**config.mk**
```make
export PLATFORM = sky130hd
export DESIGN_NAME = corner_adjust
export DESIGN_NICKNAME = d
export VERILOG_FILES = /design/src/rtl/corner_adjust_pkg.sv /design/src/rtl/corner_adjust_key_repeat.sv /design/src/rtl/corner_adjust.sv
export SDC_FILE = /design/constraint.sdc
export NUM_CORES = 1
export LEC_CHECK = 0
export ABC_AREA = 1
export BUFFER_PORTS_ARGS = -buffer_cell sky130_fd_sc_hd__buf_2
export CAP_MARGIN = 30
export CELL_PAD_IN_SITES_DETAIL_PLACEMENT = 1
export CELL_PAD_IN_SITES_GLOBAL_PLACEMENT = 2
export CORE_MARGIN = 2
export CORE_UTILIZATION = 28
export CTS_CLUSTER_DIAMETER = 50
export DETAILED_ROUTE_END_ITERATION = 10
export GPL_ROUTABILITY_DRIVEN = 0
export HOLD_SLACK_MARGIN = 0.08
export PLACE_DENSITY = 0.85
export SLEW_MARGIN = 10
export SYNTH_ARGS = -nofsm -noshare
export SYNTH_HDL_FRONTEND = slang
export SYNTH_SLANG_ARGS = --single-unit
```
**constraint.sdc**
```tcl
create_clock -name clk -period 3.95 [get_ports clk]
set_input_delay 0.395 -clock clk [delete_from_list [all_inputs] [get_ports clk]]
set_output_delay 0.395 -clock clk [all_outputs]
set_load 0.02 [all_outputs]
```
**src/rtl/corner_adjust_pkg.sv**
```systemverilog
// corner_adjust_pkg
// Shared types and helpers for the projector corner-correction block.
//   dir_t      : effective arrow-key direction after priority resolution
//   state_t    : key-repeat FSM state
//   lo_idx     : low bit index of element i in a packed array of w-bit fields
//   dir_encode : fixed-priority key resolution (down > up > left > right)
package corner_adjust_pkg;

  typedef enum logic [2:0] {
    NONE  = 3'd0,
    UP    = 3'd1,
    DOWN  = 3'd2,
    LEFT  = 3'd3,
    RIGHT = 3'd4
  } dir_t;

  typedef enum logic [1:0] {
    PASS   = 2'd0,
    IDLE   = 2'd1,
    DELAY  = 2'd2,
    REPEAT = 2'd3
  } state_t;

  // Corner i of a packed coordinate bus occupies [lo_idx(i, w) +: w].
  function automatic int lo_idx(input int i, input int w);
    return i * w;
  endfunction

  function automatic dir_t dir_encode(input logic k_up, input logic k_down,
                                      input logic k_left, input logic k_right);
    dir_t d;
    if (k_down) begin
      d = DOWN;
    end else if (k_up) begin
      d = UP;
    end else if (k_left) begin
      d = LEFT;
    end else if (k_right) begin
      d = RIGHT;
    end else begin
      d = NONE;
    end
    return d;
  endfunction

endpackage

```
**src/rtl/corner_adjust_key_repeat.sv**
```systemverilog
// key_repeat
// Key-repeat FSM for manual corner nudging. Produces one step pulse per key
// press, then auto-repeat steps after REPEAT_DELAY cycles, every
// REPEAT_PERIOD cycles, switching to fast steps after FAST_AFTER repeats.
// Ports:
//   clk, reset  : clock, asynchronous active-high reset
//   enable      : manual mode (override) request
//   dir         : effective direction code (dir_t)
//   sel         : selected corner index
//   step        : combinational pulse, apply one step on this edge
//   step_fast   : the current step uses the fast step size
//   fast        : registered, fast-mode stepping active
//   editing     : registered, high in every state except PASS
module key_repeat
  import corner_adjust_pkg::*;
#(
  parameter int NUM_PTS       = 4,
  parameter int REPEAT_DELAY  = 2_500_000,
  parameter int REPEAT_PERIOD = 500_000,
  parameter int FAST_AFTER    = 8,
  parameter int SW            = $clog2(NUM_PTS)
) (
  input  logic          clk,
  input  logic          reset,
  input  logic          enable,
  input  logic [2:0]    dir,
  input  logic [SW-1:0] sel,
  output logic          step,
  output logic          step_fast,
  output logic          fast,
  output logic          editing
);

  localparam int DCW = $clog2(REPEAT_DELAY + 1);
  localparam int PCW = $clog2(REPEAT_PERIOD + 1);
  localparam int RCW = (FAST_AFTER > 0) ? $clog2(FAST_AFTER + 1) : 1;
  localparam logic [DCW-1:0] DLY_LAST = DCW'(REPEAT_DELAY - 1);
  localparam logic [PCW-1:0] PER_LAST = PCW'(REPEAT_PERIOD - 1);
  localparam logic [RCW-1:0] REP_SAT  = RCW'(FAST_AFTER);

  state_t         state_r, state_next_s;
  dir_t           dir_s, dir_r;
  logic [SW-1:0]  sel_r;
  logic [DCW-1:0] dly_cnt_r;
  logic [PCW-1:0] per_cnt_r;
  logic [RCW-1:0] rep_cnt_r, rep_next_s;
  logic           fast_r, fast_next_s, editing_r;
  logic           active_s, changed_s, dly_last_s, per_last_s;
  logic           step_s, press_s, rep_step_s;

  assign dir_s      = dir_t'(dir);
  // A step needs manual mode, a pressed key and an existing corner.
  assign active_s   = enable && (dir_s != NONE) && (int'(sel) < NUM_PTS);
  // Different key or corner than the one latched at the last press.
  assign changed_s  = (dir_s != dir_r) || (sel != sel_r);
  assign dly_last_s = (dly_cnt_r == DLY_LAST);
  assign per_last_s = (per_cnt_r == PER_LAST);

  // State register, with editing tracking the state register exactly.
  always_ff @(posedge clk or posedge reset) begin
    if (reset) begin
      state_r   <= PASS;
      editing_r <= 1'b0;
    end else begin
      state_r   <= state_next_s;
      editing_r <= (state_next_s != PASS);
    end
  end

  // Next-state logic.
  always_comb begin
    state_next_s = state_r;
    case (state_r)
      PASS: begin
        if (enable) begin
          state_next_s = IDLE;
        end else begin
          state_next_s = PASS;
        end
      end
      IDLE: begin
        if (!enable) begin
          state_next_s = PASS;
        end else if (active_s) begin
          state_next_s = DELAY;
        end else begin
          state_next_s = IDLE;
        end
      end
      DELAY: begin
        if (!enable) begin
          state_next_s = PASS;
        end else if (!active_s) begin
          state_next_s = IDLE;
        end else if (changed_s) begin
          state_next_s = DELAY;
        end else if (dly_last_s) begin
          state_next_s = REPEAT;
        end else begin
          state_next_s = DELAY;
        end
      end
      REPEAT: begin
        if (!enable) begin
          state_next_s = PASS;
        end else if (!active_s) begin
          state_next_s = IDLE;
        end else if (changed_s) begin
          state_next_s = DELAY;
        end else begin
          state_next_s = REPEAT;
        end
      end
      default: state_next_s = PASS;
    endcase
  end

  // Output logic: step pulses and counter control.
  always_comb begin
    step_s     = 1'b0;
    press_s    = 1'b0;
    rep_step_s = 1'b0;
    case (state_r)
      PASS: begin
        step_s = 1'b0;
      end
      IDLE: begin
        step_s  = active_s;
        press_s = active_s;
      end
      DELAY: begin
        if (active_s && changed_s) begin
          step_s  = 1'b1;
          press_s = 1'b1;
        end else if (active_s && dly_last_s) begin
          step_s = 1'b1;
        end else begin
          step_s = 1'b0;
        end
      end
      REPEAT: begin
        if (active_s && changed_s) begin
          step_s  = 1'b1;
          press_s = 1'b1;
        end else if (active_s && per_last_s) begin
          step_s     = 1'b1;
          rep_step_s = 1'b1;
        end else begin
          step_s = 1'b0;
        end
      end
      default: step_s = 1'b0;
    endcase

    // Repeat count lives only inside REPEAT and saturates at FAST_AFTER.
    if (state_next_s != REPEAT) begin
      rep_next_s = {RCW{1'b0}};
    end else if (rep_step_s && (rep_cnt_r != REP_SAT)) begin
      rep_next_s = rep_cnt_r + 1'b1;
    end else begin
      rep_next_s = rep_cnt_r;
    end
    fast_next_s = (state_next_s == REPEAT) && (rep_next_s == REP_SAT);
  end

  // Delay/period/repeat counters and the latched press identity.
  always_ff @(posedge clk or posedge reset) begin
    if (reset) begin
      dly_cnt_r <= {DCW{1'b0}};
      per_cnt_r <= {PCW{1'b0}};
      rep_cnt_r <= {RCW{1'b0}};
      fast_r    <= 1'b0;
      dir_r     <= NONE;
      sel_r     <= {SW{1'b0}};
    end else begin
      if ((state_r != DELAY) || press_s) begin
        dly_cnt_r <= {DCW{1'b0}};
      end else begin
        dly_cnt_r <= dly_cnt_r + 1'b1;
      end
      if ((state_r != REPEAT) || per_last_s) begin
        per_cnt_r <= {PCW{1'b0}};
      end else begin
        per_cnt_r <= per_cnt_r + 1'b1;
      end
      rep_cnt_r <= rep_next_s;
      fast_r    <= fast_next_s;
      if (press_s) begin
        dir_r <= dir_s;
        sel_r <= sel;
      end else begin
        dir_r <= dir_r;
        sel_r <= sel_r;
      end
    end
  end

  // A fresh press always uses the base step, even coming out of fast mode.
  assign step      = step_s;
  assign step_fast = step_s && fast_r && !press_s;
  assign fast      = fast_r;
  assign editing   = editing_r;

endmodule

```
**src/rtl/corner_adjust.sv**
```systemverilog
// corner_adjust
// Manual correction of the projector quadrilateral corners. Passes raw
// corners through (1-cycle registered) or, while override is high, freezes
// them and nudges the selected corner with the arrow keys, clamped to the
// screen.
// Ports:
//   clk, reset            : clock, asynchronous active-high reset
//   up, down, left, right : debounced key levels
//   override              : manual mode enable
//   sel                   : corner being edited
//   xs_raw, ys_raw        : packed raw corners, corner i at [i*W +: W]
//   xs, ys                : registered corrected corners, same packing
//   editing               : high in every state except PASS
//   fast                  : fast-mode stepping active
module corner_adjust
  import corner_adjust_pkg::*;
#(
  parameter int NUM_PTS       = 4,
  parameter int XW            = 10,
  parameter int YW            = 9,
  parameter int SCR_WIDTH     = 639,
  parameter int SCR_HEIGHT    = 479,
  parameter int XSPEED        = 1,
  parameter int YSPEED        = 1,
  parameter int REPEAT_DELAY  = 2_500_000,
  parameter int REPEAT_PERIOD = 500_000,
  parameter int FAST_AFTER    = 8,
  parameter int FAST_MULT     = 4,
  parameter int SW            = $clog2(NUM_PTS)
) (
  input  logic                  clk,
  input  logic                  reset,
  input  logic                  up,
  input  logic                  down,
  input  logic                  left,
  input  logic                  right,
  input  logic                  override,
  input  logic [SW-1:0]         sel,
  input  logic [NUM_PTS*XW-1:0] xs_raw,
  input  logic [NUM_PTS*YW-1:0] ys_raw,
  output logic [NUM_PTS*XW-1:0] xs,
  output logic [NUM_PTS*YW-1:0] ys,
  output logic                  editing,
  output logic                  fast
);

  localparam logic [XW:0] X_MAX       = (XW+1)'(SCR_WIDTH);
  localparam logic [YW:0] Y_MAX       = (YW+1)'(SCR_HEIGHT);
  localparam logic [XW:0] X_STEP      = (XW+1)'(XSPEED);
  localparam logic [YW:0] Y_STEP      = (YW+1)'(YSPEED);
  localparam logic [XW:0] X_STEP_FAST = (XW+1)'(XSPEED * FAST_MULT);
  localparam logic [YW:0] Y_STEP_FAST = (YW+1)'(YSPEED * FAST_MULT);

  dir_t                  dir_s;
  logic                  step_s, step_fast_s, fast_s, editing_s, load_raw_s;
  logic [XW-1:0]         x_sel_s, x_new_s;
  logic [YW-1:0]         y_sel_s, y_new_s;
  logic [XW:0]           x_cur_w, x_step_w, x_sum_w;
  logic [YW:0]           y_cur_w, y_step_w, y_sum_w;
  logic [NUM_PTS*XW-1:0] xs_r, xs_next_s;
  logic [NUM_PTS*YW-1:0] ys_r, ys_next_s;

  assign dir_s = dir_encode(up, down, left, right);

  key_repeat #(
    .NUM_PTS       (NUM_PTS),
    .REPEAT_DELAY  (REPEAT_DELAY),
    .REPEAT_PERIOD (REPEAT_PERIOD),
    .FAST_AFTER    (FAST_AFTER),
    .SW            (SW)
  ) u_key_repeat (
    .clk       (clk),
    .reset     (reset),
    .enable    (override),
    .dir       (dir_s),
    .sel       (sel),
    .step      (step_s),
    .step_fast (step_fast_s),
    .fast      (fast_s),
    .editing   (editing_s)
  );

  // Raw is loaded in PASS (which includes the capture edge) and on the
  // edge where override drops, so outputs follow raw from that edge.
  assign load_raw_s = !override || !editing_s;

  // Select the edited corner and compute its clamped neighbour values.
  always_comb begin
    x_sel_s = {XW{1'b0}};
    y_sel_s = {YW{1'b0}};
    for (int i = 0; i < NUM_PTS; i++) begin
      if (int'(sel) == i) begin
        x_sel_s = xs_r[lo_idx(i, XW) +: XW];
        y_sel_s = ys_r[lo_idx(i, YW) +: YW];
      end else begin
        x_sel_s = x_sel_s;
        y_sel_s = y_sel_s;
      end
    end

    // One bit of headroom so the sum can exceed the bound before clamping.
    x_cur_w  = {1'b0, x_sel_s};
    y_cur_w  = {1'b0, y_sel_s};
    x_step_w = step_fast_s ? X_STEP_FAST : X_STEP;
    y_step_w = step_fast_s ? Y_STEP_FAST : Y_STEP;
    x_sum_w  = x_cur_w + x_step_w;
    y_sum_w  = y_cur_w + y_step_w;

    case (dir_s)
      RIGHT:   x_new_s = (x_sum_w > X_MAX) ? X_MAX[XW-1:0] : x_sum_w[XW-1:0];
      LEFT:    x_new_s = (x_cur_w >= x_step_w) ? XW'(x_cur_w - x_step_w) : {XW{1'b0}};
      default: x_new_s = x_sel_s;
    endcase

    // Screen y grows downwards: down increments, up decrements.
    case (dir_s)
      DOWN:    y_new_s = (y_sum_w > Y_MAX) ? Y_MAX[YW-1:0] : y_sum_w[YW-1:0];
      UP:      y_new_s = (y_cur_w >= y_step_w) ? YW'(y_cur_w - y_step_w) : {YW{1'b0}};
      default: y_new_s = y_sel_s;
    endcase
  end

  // Write the stepped value back into the selected corner only.
  always_comb begin
    xs_next_s = xs_r;
    ys_next_s = ys_r;
    for (int i = 0; i < NUM_PTS; i++) begin
      if (step_s && (int'(sel) == i)) begin
        xs_next_s[lo_idx(i, XW) +: XW] = x_new_s;
        ys_next_s[lo_idx(i, YW) +: YW] = y_new_s;
      end else begin
        xs_next_s = xs_next_s;
        ys_next_s = ys_next_s;
      end
    end
  end

  // Coordinate registers.
  always_ff @(posedge clk or posedge reset) begin
    if (reset) begin
      xs_r <= {(NUM_PTS*XW){1'b0}};
      ys_r <= {(NUM_PTS*YW){1'b0}};
    end else if (load_raw_s) begin
      xs_r <= xs_raw;
      ys_r <= ys_raw;
    end else begin
      xs_r <= xs_next_s;
      ys_r <= ys_next_s;
    end
  end

  assign xs      = xs_r;
  assign ys      = ys_r;
  assign editing = editing_s;
  assign fast    = fast_s;

endmodule

```
-- Word level (Yosys, flattened, before mapping)
Cells that the tools add are included.
- bits of input ports: 85
- output and inout bits: 78
- word-level logic and storage cells: 129
- register bits after elaboration: 130
- equality and inequality tests: 20
- mux-type cells: 54
- add/subtract/negate cells: 7
- order comparisons: 4
- reductions and logical operators: 28
- operator list (cell ; number):
    2-to-1 mux 10 bit ; 10
    2-to-1 mux 9 bit ; 10
    2-to-1 mux 40 bit ; 1
    2-to-1 mux 36 bit ; 1
    adder 22 x 1 -> 22 bit (second input constant) ; 1
    == test 22 bit (second input constant) ; 1
    2-to-1 mux 22 bit ; 1
    case mux 10 bit (2 select lines) ; 1
    adder 19 x 1 -> 19 bit (second input constant) ; 1
    == test 19 bit (second input constant) ; 1
    2-to-1 mux 19 bit ; 1
    2-to-1 mux 3 bit ; 6
    case mux 9 bit (2 select lines) ; 1
    2-to-1 mux 2 bit ; 7
    logical AND 1 bit ; 12
    adder 10 x 3 -> 11 bit ; 1
    greater-than comparator 11 x 10 -> 1 bit (second input constant) ; 1
    adder 9 x 3 -> 10 bit ; 1
    == test 2 bit (second input constant) ; 5
    >= comparator 10 x 3 -> 1 bit ; 1
    greater-than comparator 10 x 9 -> 1 bit (second input constant) ; 1
    2-to-1 mux 1 bit ; 10
    nonzero test 2 bit ; 5
    subtractor 10 x 3 -> 10 bit ; 1
    21 further kinds ; 32

-- Longest topological paths before layout
Gate-level depths: netlist of the first run.
- word-level depth: 19
- mapped depth: 29

-- Cells and area by module
Synthesis of the first run repeated with hierarchy kept, for this count alone.
- cells, all modules: 1277
- area total of the unflattened synthesis: 8702.1 µm²
- modules (own cells, without submodules) (module ; instances ; cells each ; area each (µm²)):
    corner_adjust ; 1 ; 884 ; 5634.2
    key_repeat ; 1 ; 393 ; 3067.9

-- Worst setup path before layout of the first run
Ideal clock, no wire load.
- path type: in2reg
- from: in down
- to: reg ys_r[24], in the netlist ys[24]
- data required time: 3885 ps
- cell stages on the path: 25
- buffers on the path: 1
- slack: 535 ps
- arrival time: 3350 ps
- path through: buf_2 > inv_1 > o21ai_2 > nor3_1 > nor2_2 > o21ai_2 > inv_1 > o21ai_2 > nand3_1 > ha_1 > inv_1 > nand2_1 > nand2_1 > nand3_1 > nor2_1 > nand2_1 > nand2_1 > nand3_1 > o21ai_1 > nand2_2 > nand3b_1 > nand2_1 > nand2_1 > nand2_1 > nand2_1
- cells in the longest elaborated chain, start to end: 16
- ends and longest elaborated chain (element ; line ; source):
    start: declaration ; corner_adjust.sv:34 ; input logic down,
    2-to-1 mux 3 bit * ; corner_adjust_pkg.sv:32 ; if (k_down) begin
    nonzero test 3 bit ; corner_adjust_key_repeat.sv:53 ; assign active_s = enable && (dir_s != NONE) && (int'(sel) < NUM_PTS);
    logical AND 1 bit ; corner_adjust_key_repeat.sv:53 ;
    logical AND 1 bit, on equally long branches ; corner_adjust_key_repeat.sv:145, corner_adjust_key_repeat.sv:135 ;
    2-to-1 mux 1 bit, on equally long branches ; corner_adjust_key_repeat.sv:145, corner_adjust_key_repeat.sv:135 ;
    2-to-1 mux 1 bit, on equally long branches ; corner_adjust_key_repeat.sv:142, corner_adjust_key_repeat.sv:132 ;
    case mux 1 bit (4 select lines) ; corner_adjust_key_repeat.sv:123 ; case (state_r)
    logical AND 1 bit (2 in series) ; corner_adjust_key_repeat.sv:200 ; assign step_fast = step_s && fast_r && !press_s;
    2-to-1 mux 3 bit ; corner_adjust.sv:105 ; y_step_w = step_fast_s ? Y_STEP_FAST : Y_STEP;
    adder 9 x 3 -> 10 bit ; corner_adjust.sv:107 ; y_sum_w = y_cur_w + y_step_w;
    greater-than comparator 10 x 9 -> 1 bit ; corner_adjust.sv:117 ; DOWN: y_new_s = (y_sum_w > Y_MAX) ? Y_MAX[YW-1:0] : y_sum_w[YW-1:0];
    2-to-1 mux 9 bit ; corner_adjust.sv:117 ;
    case mux 9 bit (2 select lines) ; corner_adjust.sv:116 ; case (dir_s)
    2-to-1 mux 9 bit ; corner_adjust.sv:128 ; if (step_s && (int'(sel) == i)) begin
    2-to-1 mux 36 bit ; corner_adjust.sv:143 ; end else if (load_raw_s) begin
    end signal: assignment ; corner_adjust.sv:142 ; ys_r <= {(NUM_PTS*YW){1'b0}};
    end signal: assignment ; corner_adjust.sv:145 ; ys_r <= ys_raw;
    end signal: assignment ; corner_adjust.sv:148 ; ys_r <= ys_next_s;
    end: declaration ; corner_adjust.sv:61 ; logic [NUM_PTS*YW-1:0] ys_r, ys_next_s;
Every way passes the cells marked *; elsewhere a longest branch is shown, timed or not. The select of a mux whose other input is x is not followed.
A chain may end at the register's enable or synchronous reset.

-- Final worst setup path of the first run
- from: reg u_key_repeat.per_cnt_r[12]
- to: reg xs_r[32], in the netlist xs[32]
- cells in the longest elaborated chain, start to end: 14
- ends and longest elaborated chain (element ; line ; source):
    start: declaration ; corner_adjust_key_repeat.sv:45 ; logic [PCW-1:0] per_cnt_r;
    start signal: assignment ; corner_adjust_key_repeat.sv:170 ; per_cnt_r <= {PCW{1'b0}};
    start signal: assignment ; corner_adjust_key_repeat.sv:182 ; per_cnt_r <= {PCW{1'b0}};
    start signal: assignment ; corner_adjust_key_repeat.sv:184 ; per_cnt_r <= per_cnt_r + 1'b1;
    == test 19 bit * ; corner_adjust_key_repeat.sv:57 ; assign per_last_s = (per_cnt_r == PER_LAST);
    logical AND 1 bit * ; corner_adjust_key_repeat.sv:145 ; end else if (active_s && per_last_s) begin
    2-to-1 mux 1 bit * ; corner_adjust_key_repeat.sv:145 ;
    2-to-1 mux 1 bit * ; corner_adjust_key_repeat.sv:142 ; if (active_s && changed_s) begin
    case mux 1 bit (4 select lines) * ; corner_adjust_key_repeat.sv:123 ;
    logical AND 1 bit (2 in series) ; corner_adjust_key_repeat.sv:200 ;
    2-to-1 mux 3 bit ; corner_adjust.sv:104 ; x_step_w = step_fast_s ? X_STEP_FAST : X_STEP;
    adder 10 x 3 -> 11 bit ; corner_adjust.sv:106 ; x_sum_w = x_cur_w + x_step_w;
    greater-than comparator 11 x 10 -> 1 bit ; corner_adjust.sv:110 ; RIGHT: x_new_s = (x_sum_w > X_MAX) ? X_MAX[XW-1:0] : x_sum_w[XW-1:0];
    2-to-1 mux 10 bit ; corner_adjust.sv:110 ;
    case mux 10 bit (2 select lines) ; corner_adjust.sv:109 ; case (dir_s)
    2-to-1 mux 10 bit ; corner_adjust.sv:128 ;
    2-to-1 mux 40 bit ; corner_adjust.sv:143 ;
    end signal: assignment ; corner_adjust.sv:141 ; xs_r <= {(NUM_PTS*XW){1'b0}};
    end signal: assignment ; corner_adjust.sv:144 ; xs_r <= xs_raw;
    end signal: assignment ; corner_adjust.sv:147 ; xs_r <= xs_next_s;
    end: declaration ; corner_adjust.sv:60 ; logic [NUM_PTS*XW-1:0] xs_r, xs_next_s;
Marked as above.

==> results of run 1 <==
## state kept, by name (all words and copies together), names as in the netlist
register	count
u_key_repeat.dir_r	3
u_key_repeat.per_cnt_r	19
u_key_repeat.sel_r	2
u_key_repeat.fast	1
u_key_repeat.state_r	2
u_key_repeat.rep_cnt_r	4
u_key_repeat.editing	1
xs	40
u_key_repeat.dly_cnt_r	22
ys	36
## layout make-up
class	count	area, sq um	area share
clock buffers	17	425	0.0405
clock inverters	15	171	0.0163
inverters	106	403	0.0384
multi-input cells	972	4710	0.448
flip-flops and latches	130	3250	0.310
well taps	390	488	0.0465
repair buffers	190	1050	0.0999
## synthesized netlist by cell type (7+ instances only)
library cell and number:
nand4_1 22, nor4_1 7, nand2_2 17, nor2_1 109
mux2i_1 12, nand2_1 512, nor3_1 24, nand3_1 84
inv_1 92, inv_2 12, dfrtp_1 130, o21ai_0 31
buf_2 8, xor2_1 18, buf_6 8, clkbuf_1 11
ha_1 16, a21oi_1 42
## cells by family after synthesis
family,after synthesis,synth area share
buf+inv,142,0.0737
compound gates,104,0.0711
simple gates,817,0.412
fa+ha+maj,16,0.0235
flops,130,0.382
mux,13,0.0154
xor+xnor,22,0.0226
## power breakdown
part	total, mW	internal (mW)	switching, mW
sequential	1.57	1.45	0.120
combinational	1.11	0.353	0.755
clock	1.65	0.949	0.698
total	4.32	2.75	1.57
## routing by layer
layer / share of wire / wire length (um) / track usage
met3: 0.039 / 1260 / 0.0335
met1: 0.45 / 14800 / 0.277
met5: 0 / 0 / 0
met2: 0.48 / 15800 / 0.356
met4: 0.023 / 737 / 0.0623
## stage by stage
step	setup TNS [ns]	util
6_report	0	0.352
4_1_cts	0	0.350
3_5_place_dp	-0.662	0.329
5_1_grt	0	0.352
3_3_place_gp	0	0.329
2_1_floorplan	0	-
## repair_timing
item                       in CTS  in global routing
hold endpoints to repair        4                  0
setup endpoints to repair       0                 74
resized for setup               0                 18
setup buffers                   0                  2
hold buffers                    1                  0
## worst paths after layout
| kind | startpoint | to | slack [ns] |
|---|---|---|---|
| max | u_key_repeat.per_cnt_r[12] | xs[32] | 0.39 |
| min reg2reg | u_key_repeat.per_cnt_r[0] | u_key_repeat.per_cnt_r[0] | 0.46 |
| max in group asynchronous | reset | u_key_repeat.rep_cnt_r[3] | 2.48 |
| min | override | u_key_repeat.editing | 0.13 |
| max reg2reg | u_key_repeat.per_cnt_r[12] | xs[32] | 0.39 |
| min in group asynchronous | reset | xs[6] | 0.60 |
==> impl_metrics.toml, run 1 <==
[outcome]
status = "finished clean"

[timing]
worst_pin_slew_ns = 0.899
rsz0062_at_grt = "no"
max-slew-margin-rel = 0.401
hold_ws_ns = 0.126
finalSetupViolCount = 0
drv_slew = 0
post-route-min-period_ns = 3.56
period_share = 0.902
skew_ns = 0.0189
max_freq_mhz = 281
final_hold_viol_count = 0
setup_ws_ns = 0.388

[critical_path]
endpoint_kind = "register"
crit_cells = 27
cpMaxStageDelayCell = "dfrtp_1"
worstPathRequired_ns = 4.26
cp_num_buf_inv = 3
path_common_cell = "nand2_1"
cpPeakStageDelay_ns = 0.45
worst-setup-path-type = "register to register"
ff2ff_path_depth = 27
cpLargestDelayFamily = "simple AND/OR/NAND/NOR gates"
cp.arrival_ns = 3.87
start_kind = "register"
critPathMaxFanout = 7

[cts]
cts_buffers = 17
clk_latency_ns = 0.43
cts_tree = "done"
clockBufferDepth = 2
path_clk_slew_ns = 0.07
cts_root_buf = "clkbuf_16"
cts_sinks = 130
h-tree-depth = 4

[die]
dieArea_sq_um = 31800
coreArea_sq_um = 29800
rows = 63
fp.dieW_um = 178
die_h_um = 178
top_level_ports = 163
start_util = 0.286

[job]
cap_violations = 0

[drt]
via_per_inst = 4.87
wl_um = 32700
vias = 8872
wl_per_cell_um = 18.0
drc_errors = 0
dr.pass1.iters = 5
drtIter0Drc = 408
drtAntennaViolNets = 0

[layout]
insertedDiodeCount = 0
final_cell_mix = "nand2_1 (505), buf_2 (162), dfrtp_1 (130)"
final_common_cell = "nand2_1"
final_nets = 1518
area_growth_pct = 23.2
nFillCells = 3816
instances_no_fill = 1820
layout-drive-gt1-share = 0.208
postLayoutCellArea_sq_um = 10500

[synth]
ys_types = 50
synth-warning-count = 0
avgSynthCellArea_sq_um = 6.85
synth_area_sq_um = 8520
synth_area_leaders = "dfrtp_1 (38%), nand2_1 (23%), nand3_1 (4.9%), nor2_1 (4.8%), inv_1 (4.1%)"
syn_nets = 1345
synthFlopType = "dfrtp_1"
synthDominantCellAreaShare = 0.382
synth_cells = 1244
ys_seq_area_frac = 0.382
synth-async-reset-ratio = 1.00
ys_ff_latch = 130
synth.largest_area_cell = "dfrtp_1"
synth-edff-count = 0

[worst_hold_path]
min_path_type = "primary input to register"
hold_depth = 1

[global_routing]
grt_pass1_vias = 9246
grt_use_total = 0.211
grt_max_degree = 77
antenna_found_initial = 0
grt_pass1_wl_um = 51700
gr-total-overflow = 0

[place]
dp_hpwl_um = 25400
place.port_buffers = 162
place_area_sq_um = 9810
place_inst = 1785
pre_cts_slack_ns = -0.0581

[power]
power_mw = 4.32
ir_worst_vdd_v = 0.000298
power.density_nw_per_um2 = 412
power_leakage_nw = 5.48
Note: power is estimated with default switching activity, not from simulation.
==> run 2: changes to the inputs <==
--- a/config.mk
+++ b/config.mk
@@ -15,9 +15,11 @@
 export CTS_CLUSTER_DIAMETER = 50
 export DETAILED_ROUTE_END_ITERATION = 10
 export GPL_ROUTABILITY_DRIVEN = 0
+export GPL_TIMING_DRIVEN = 0
 export HOLD_SLACK_MARGIN = 0.08
-export PLACE_DENSITY = 0.85
+export PLACE_DENSITY = 0.84
 export SLEW_MARGIN = 10
 export SYNTH_ARGS = -nofsm -noshare
 export SYNTH_HDL_FRONTEND = slang
+export SYNTH_HIERARCHICAL = 1
 export SYNTH_SLANG_ARGS = --single-unit
==> constraint.sdc (replaced) <==
create_clock -name clk -period 3.95 [get_ports clk]
set_input_delay 0.395 -clock clk [delete_from_list [all_inputs] [get_ports clk]]
set_output_delay 0.395 -clock clk [all_outputs]
set_load 0.005 [all_outputs]
==> run 2 against run 1 <==
Compared with the run above: flip-flop and latch count is the same; clock skew down 0.0088 ns; register-to-register slack lost 0.16 ns; power fell by 1.5%; sequential share of layout area down 1.1 points; clock-buffer cell count rose by 1; via count grew 3.8%; wire length rose by 5.3%; fmax down 4.4%; worst setup slack worse by 0.16 ns; final cell count rose by 3.2%; combinational power is 9.9% lower; critical endpoint is now xs[22].
==> impl_metrics.toml, run 2 <==
[critical_path]
critPathMaxFanout = 7
cp_num_buf_inv = 2
cpMaxStageDelayCell = "dfrtp_1"
path_common_cell = "nand2_1"
ff2ff_path_depth = 29
cp.arrival_ns = 4.09
cpLargestDelayFamily = "simple AND/OR/NAND/NOR gates"
start_kind = "register"
r2r-end = "xs[22]"
rrSetupSlack_ns = 0.22
endpoint_kind = "register"
worst-setup-path-type = "register to register"
worstPathRequired_ns = 4.32
rr_startpoint = "u_key_repeat/dly_cnt_r[0]"
cpPeakStageDelay_ns = 0.41

[synth]
synth_area_leaders = "dfrtp_1 (37%), nand2_1 (19%), nor2_1 (6.2%), a21oi_1 (5.2%), inv_1 (5.1%)"
ys_ff_latch = 130
syn_nets = 1376
synth_common_cells = "nand2_1 (430), nor2_1 (144), dfrtp_1 (130), inv_1 (119), a21oi_1 (90)"
synth_most_common_cell = "nand2_1"
avgSynthCellArea_sq_um = 6.81
synth.largest_area_cell = "dfrtp_1"
ys_seq_area_frac = 0.374
synthDominantCellAreaShare = 0.374
synth-warning-count = 6
synth_cells = 1277
synth_area_sq_um = 8700
synth-edff-count = 0
synth-async-reset-ratio = 1.00
ys_types = 52
synthFlopType = "dfrtp_1"

[timing]
hold_ws_ns = 0.196
worst_pin_slew_ns = 0.929
skew_ns = 0.0101
finalSetupViolCount = 0
post-route-min-period_ns = 3.73
period_share = 0.943
final_hold_viol_count = 0
max_freq_mhz = 268
tns_ns = 0
max-slew-margin-rel = 0.381
drv_slew = 0

[power]
ir_worst_vdd_v = 0.000232
netSwitchingPower_mw = 1.45
intPower_mw = 2.80
power_leakage_nw = 5.52
switching_share = 0.342
comb_power_share = 0.236
power.density_nw_per_um2 = 392
seqPwrFrac = 0.367
power_mw = 4.26
clockPowerShare = 0.397

[layout]
multi_input_area_sq_um = 4870
layout-drive-gt1-share = 0.232
nFillCells = 3925
final_cell_mix = "nand2_1 (425), buf_2 (166), nor2_1 (139)"
final_nets = 1566
largest_reg_flops = 40
post-route-util = 0.355
instances_no_fill = 1878
final_common_cell = "nand2_1"
area_growth_pct = 24.9
seqCellArea_sq_um = 3250

[cts]
h-tree-depth = 4
path_clk_slew_ns = 0.06
cts_sinks = 130
clockBufferDepth = 2
cts_tree = "done"
clk_latency_ns = 0.43
cts_root_buf = "clkbuf_16"
cts_buffers = 17

[global_routing]
grt_max_degree = 42
grt_pass1_wl_um = 53400
grt_pass1_vias = 9480
gr-total-overflow = 0
grt_use_total = 0.212
antenna_found_initial = 4

[outcome]
status = "finished clean"

[job]
cap_violations = 0

[place]
place_inst = 1836
dp_hpwl_um = 26400
place.port_buffers = 161

[drt]
vias = 9210
drtAntennaViolNets = 0
via_per_inst = 4.90
wl_um = 34400
dr.pass1.iters = 5
drtIter0Drc = 526
wl_per_cell_um = 18.3
drc_errors = 0

[worst_hold_path]
hold_end = "ys[0]"
hold_depth = 3
min_path_type = "primary input to register"
min_from = "ys_raw[0]"

[die]
coreArea_sq_um = 30600
die_h_um = 180
rows = 64
fp.dieW_um = 180
dieArea_sq_um = 32500
top_level_ports = 163
start_util = 0.284
run 2: cell types whose count changed in the layout (fill, tap and decap cells not counted), sizes merged, moves of 9 or more:
| cell | delta |
|---|---|
| clkbuf | +22 |
| inv | +22 |
| clkinv | +9 |
| nor2 | +46 |
| mux2i | -12 |
| a21oi | +51 |
| nand2 | -64 |
run 2: worst max-delay path by stage:
stage | from | end | slack (ns) | cells past startpoint
after CTS | u_key_repeat/dly_cnt_r[0] | ys[33] | 0.002 | 30
after global routing | u_key_repeat/dly_cnt_r[0] | ys[29] | -0.02 | 28
after detailed placement | down | ys[33] | -1.39 | 28
after global placement | down | ys[22] | -1.32 | 26
after floorplan | down | ys[33] | 0.13 | 28
final | u_key_repeat/dly_cnt_r[0] | xs[22] | 0.22 | 29
run 2: cells by family (layout without fill, tap and decap cells):
logic type / Yosys count / in the layout / share of synthesized area
buffers and inverters: 174 / 377 / 0.0815
other: 0 / 2 / 0
flip-flops: 130 / 130 / 0.374
AO/OA/AOI/OAI: 157 / 157 / 0.0971
multiplexers: 2 / 2 / 0.00259
adder cells (fa/ha/maj): 14 / 14 / 0.0201
XOR/XNOR: 19 / 19 / 0.0191
AND/OR/NAND/NOR: 781 / 781 / 0.406
run 2: metrics by stage:
step | instance area, sq um | setup slack, ns
finish | 10900 | 0.224
global route | 10900 | -0.0181
CTS | 10700 | 0.00158
detailed placement | 10000 | -1.39
global placement | 10000 | -1.32
floorplan | 8700 | 0.127
run 2: layer usage:
| layer | global-route usage | vias up | part of all wire |
|---|---|---|---|
| met5 | 0 | - | 0.00073 |
| met2 | 0.362 | 222 | 0.49 |
| met1 | 0.269 | 4496 | 0.44 |
| met3 | 0.0380 | 50 | 0.047 |
| met4 | 0.0735 | 4 | 0.024 |
| li1 | - | 4438 | - |
run 2: final cells by class:
cell class                 instances  share of cell area
multi-input combinational        973               0.448
sequential                       130               0.299
timing repair buffer             171              0.0836
inverter                         139              0.0496
tap                              396              0.0456
clock buffer                      18              0.0395
buffer                            35              0.0172
clock inverter                    14              0.0165
antenna                            2            0.000461
run 2: what timing repair did:
action / in CTS / in global routing
setup endpoints to repair: 76 / 76
setup buffers: 1 / 6
hold buffers: 1 / 0
hold endpoints to repair: 59 / 0
resized for setup: 10 / 25
pin swaps: 1 / 6
run 2: tightest hold or removal path, stage by stage:
cell     delay (ns)
buf_2          0.08
nand2_1        0.05
nand3_1        0.07
run 2: power groups by stage:
stage	clock (mW)	sequential [mW]	combinational [mW]
after floorplan	0	1.56	0.591
after global placement	0	1.58	0.949
after detailed placement	0	1.59	0.978
after CTS	1.73	1.56	0.988
after global routing	1.78	1.58	1.12
final	1.69	1.56	1.00
==> run 3: changes to the inputs <==
--- a/config.mk
+++ b/config.mk
@@ -5,21 +5,19 @@
 export SDC_FILE = /design/constraint.sdc
 export NUM_CORES = 1
 export LEC_CHECK = 0
-export ABC_AREA = 1
 export BUFFER_PORTS_ARGS = -buffer_cell sky130_fd_sc_hd__buf_2
 export CAP_MARGIN = 30
 export CELL_PAD_IN_SITES_DETAIL_PLACEMENT = 1
 export CELL_PAD_IN_SITES_GLOBAL_PLACEMENT = 2
 export CORE_MARGIN = 2
-export CORE_UTILIZATION = 28
+export CORE_UTILIZATION = 30
 export CTS_CLUSTER_DIAMETER = 50
 export DETAILED_ROUTE_END_ITERATION = 10
 export GPL_ROUTABILITY_DRIVEN = 0
 export GPL_TIMING_DRIVEN = 0
 export HOLD_SLACK_MARGIN = 0.08
-export PLACE_DENSITY = 0.84
+export PLACE_DENSITY = 0.82
 export SLEW_MARGIN = 10
 export SYNTH_ARGS = -nofsm -noshare
 export SYNTH_HDL_FRONTEND = slang
-export SYNTH_HIERARCHICAL = 1
 export SYNTH_SLANG_ARGS = --single-unit
==> run 3 against run 2 <==
Compared with the run above: the flow now finishes with violations (negative setup slack); flip-flop and latch count unchanged; cell area increased by 1.6%; register-to-register slack got worse by 0.22 ns; fmax decreased by 5.9%; highest routed layer is now met4; first-iteration DRC count decreased by 23%; sequential power decreased by 4%.
==> impl_metrics.toml, run 3 <==
[cts]
path_clk_slew_ns = 0.07
h-tree-depth = 4
cts_tree = "done"
cts_buffers = 17
clockBufferDepth = 2
cts_sinks = 130
clk_latency_ns = 0.44
cts_root_buf = "clkbuf_16"

[synth]
synthFlopType = "dfrtp_1"
avgSynthCellArea_sq_um = 9.31
synthDominantCellAreaShare = 0.389
synth-warning-count = 0
ys_types = 85
synth.largest_area_cell = "dfrtp_1"
synth-edff-count = 0
synth_area_leaders = "dfrtp_1 (39%), mux4_2 (5.1%), nor2_1 (4.9%), mux2i_1 (4.5%), nand2_1 (4.0%)"
ys_ff_latch = 130
synth_cells = 898
synth_most_common_cell = "dfrtp_1"
synth-async-reset-ratio = 1.00
synth_area_sq_um = 8360
ys_seq_area_frac = 0.389
synth_common_cells = "dfrtp_1 (130), nor2_1 (109), nand2_1 (89), o21ai_1 (49), inv_1 (39)"
syn_nets = 999

[die]
top_level_ports = 163
coreArea_sq_um = 27600
fp.dieW_um = 171
die_h_um = 171
dieArea_sq_um = 29200
start_util = 0.303
rows = 61

[drt]
via_per_inst = 5.34
vias = 8040
wl_per_cell_um = 21.3
wl_um = 32100
drc_errors = 0
drtIter0Drc = 405
dr.pass1.iters = 5
drtAntennaViolNets = 0

[timing]
tns_ns = -0.0127
final_hold_viol_count = 0
setup_ws_ns = -0.00879
rsz0062_at_grt = "yes"
skew_ns = 0.0152
worst_pin_slew_ns = 0.870
period_share = 1.00
drv_slew = 0
max_freq_mhz = 253
max-slew-margin-rel = 0.420
finalSetupViolCount = 2
hold_ws_ns = 0.160
post-route-min-period_ns = 3.96

[place]
place_area_sq_um = 9720
dp_hpwl_um = 23400
place.port_buffers = 160
place_inst = 1438
pre_cts_slack_ns = -1.49

[global_routing]
grt_pass1_wl_um = 48700
grt_use_total = 0.220
grt_pass1_vias = 8364
antenna_found_initial = 1
grt_max_degree = 88
gr-total-overflow = 0

[layout]
post-route-util = 0.399
nFillCells = 3273
final_common_cell = "buf_2"
seqCellArea_sq_um = 3250
largest_reg_flops = 40
area_growth_pct = 32.0
final_nets = 1216
postLayoutCellArea_sq_um = 11000
multi_input_area_sq_um = 5110
layout-drive-gt1-share = 0.309
final_cell_mix = "buf_2 (168), dfrtp_1 (129), nor2_1 (108)"
instances_no_fill = 1507

[power]
power.density_nw_per_um2 = 379
ir_worst_vdd_v = 0.000215
power_mw = 4.19
power_leakage_nw = 4.57

[critical_path]
worst-setup-path-type = "primary input to register"
cpPeakStageDelay_ns = 0.50
endpoint_kind = "register"
start_kind = "primary input"
cp.arrival_ns = 4.24
cpMaxStageDelayCell = "o41a_1"
crit_chain = "buf_2 -> buf_2 -> nor2b_1 -> nor3_1 -> o211ai_1 -> nor2_1 -> and3_4 -> nand4_1 -> buf_6 -> buf_4 -> inv_1 -> ha_4 -> inv_1 -> nand3_2 -> o41a_1 -> a21oi_4 -> buf_6 -> a21oi_2 -> a2111oi_4 -> buf_4 -> a221oi_1"
worstPathRequired_ns = 4.23
rrSetupSlack_ns = 0
critPathMaxFanout = 10

[job]
cap_violations = 0

[worst_hold_path]
min_path_type = "primary input to register"

[outcome]
status = "finished with violations"
failed_checks = "negative setup slack"
==> run 3: cell types whose count changed after synthesis, sizes merged, moves of 14 or more <==
| cell | delta |
|---|---|
| a221oi | +19 |
| o21ai | +26 |
| xor2 | +14 |
| nand3 | -62 |
| mux2i | +38 |
| nand2 | -376 |
| nor2 | -53 |
| inv | -92 |
| a21oi | -69 |
| mux4 | +19 |
| xnor2 | +19 |
==> run 3: power breakdown <==
group / leakage [nW] / internal, mW / total [mW] / switching (mW)
Clock: 0.288 / 0.949 / 1.66 / 0.709
Sequential: 1.63 / 1.42 / 1.50 / 0.0811
Combinational: 2.65 / 0.433 / 1.03 / 0.599
==> run 3: area by class of cell <==
type	count	area share
multi-input cells	673	0.463
plain buffers	52	0.0251
clock inverters	15	0.0154
flip-flops and latches	130	0.295
repair buffers	201	0.106
inverters	40	0.0144
well taps	378	0.0429
diodes	1	0.000227
clock buffers	17	0.0385
==> run 3: kinds of logic (layout without fill, tap and decap cells) <==
logic type,Yosys count,in the layout,share of synthesized area
adders and majority gates,16,16,0.0239
DFF,130,130,0.389
AOI/OAI and AO/OA,193,193,0.172
and+or+nand+nor,349,349,0.205
xor gates and xnor gates,52,52,0.0545
muxes,63,63,0.105
buffers and inverters,95,325,0.0503
other,0,1,0
==> run 3: path summary, 6_finish.rpt <==
path	start	to	cells past startpoint
worst max-delay path	up	xs[12]	21
worst min-delay path	ys_raw[34]	ys[34]	3
worst max register to register	u_key_repeat.per_cnt_r[9]	xs[12]	17
worst min register to register	u_key_repeat.per_cnt_r[0]	u_key_repeat.per_cnt_r[0]	1
max in group asynchronous	reset	ys[12]	4
min in group asynchronous	reset	u_key_repeat.per_cnt_r[17]	3
==> run 3: repair_timing <==
action | CTS | global route
pin swaps | 18 | 25
buffers inserted | 20 | 19
hold endpoints to repair | 43 | 0
endpoints found under the setup margin | 76 | 76
resized for setup | 31 | 42
hold buffers | 1 | 0
==> run 3: critical path, delay by kind of cell <==
kind,cells,cell delay (ns)
compound gates,6,1.55
fa+ha+maj,1,0.20
buf+inv,8,1.19
simple gates,6,0.88
==> run 3: routing by layer <==
layer | part of all wire | track usage
met5 | 0 | 0
met4 | 0.024 | 0.0825
met3 | 0.045 | 0.0405
met2 | 0.48 | 0.357
met1 | 0.45 | 0.292
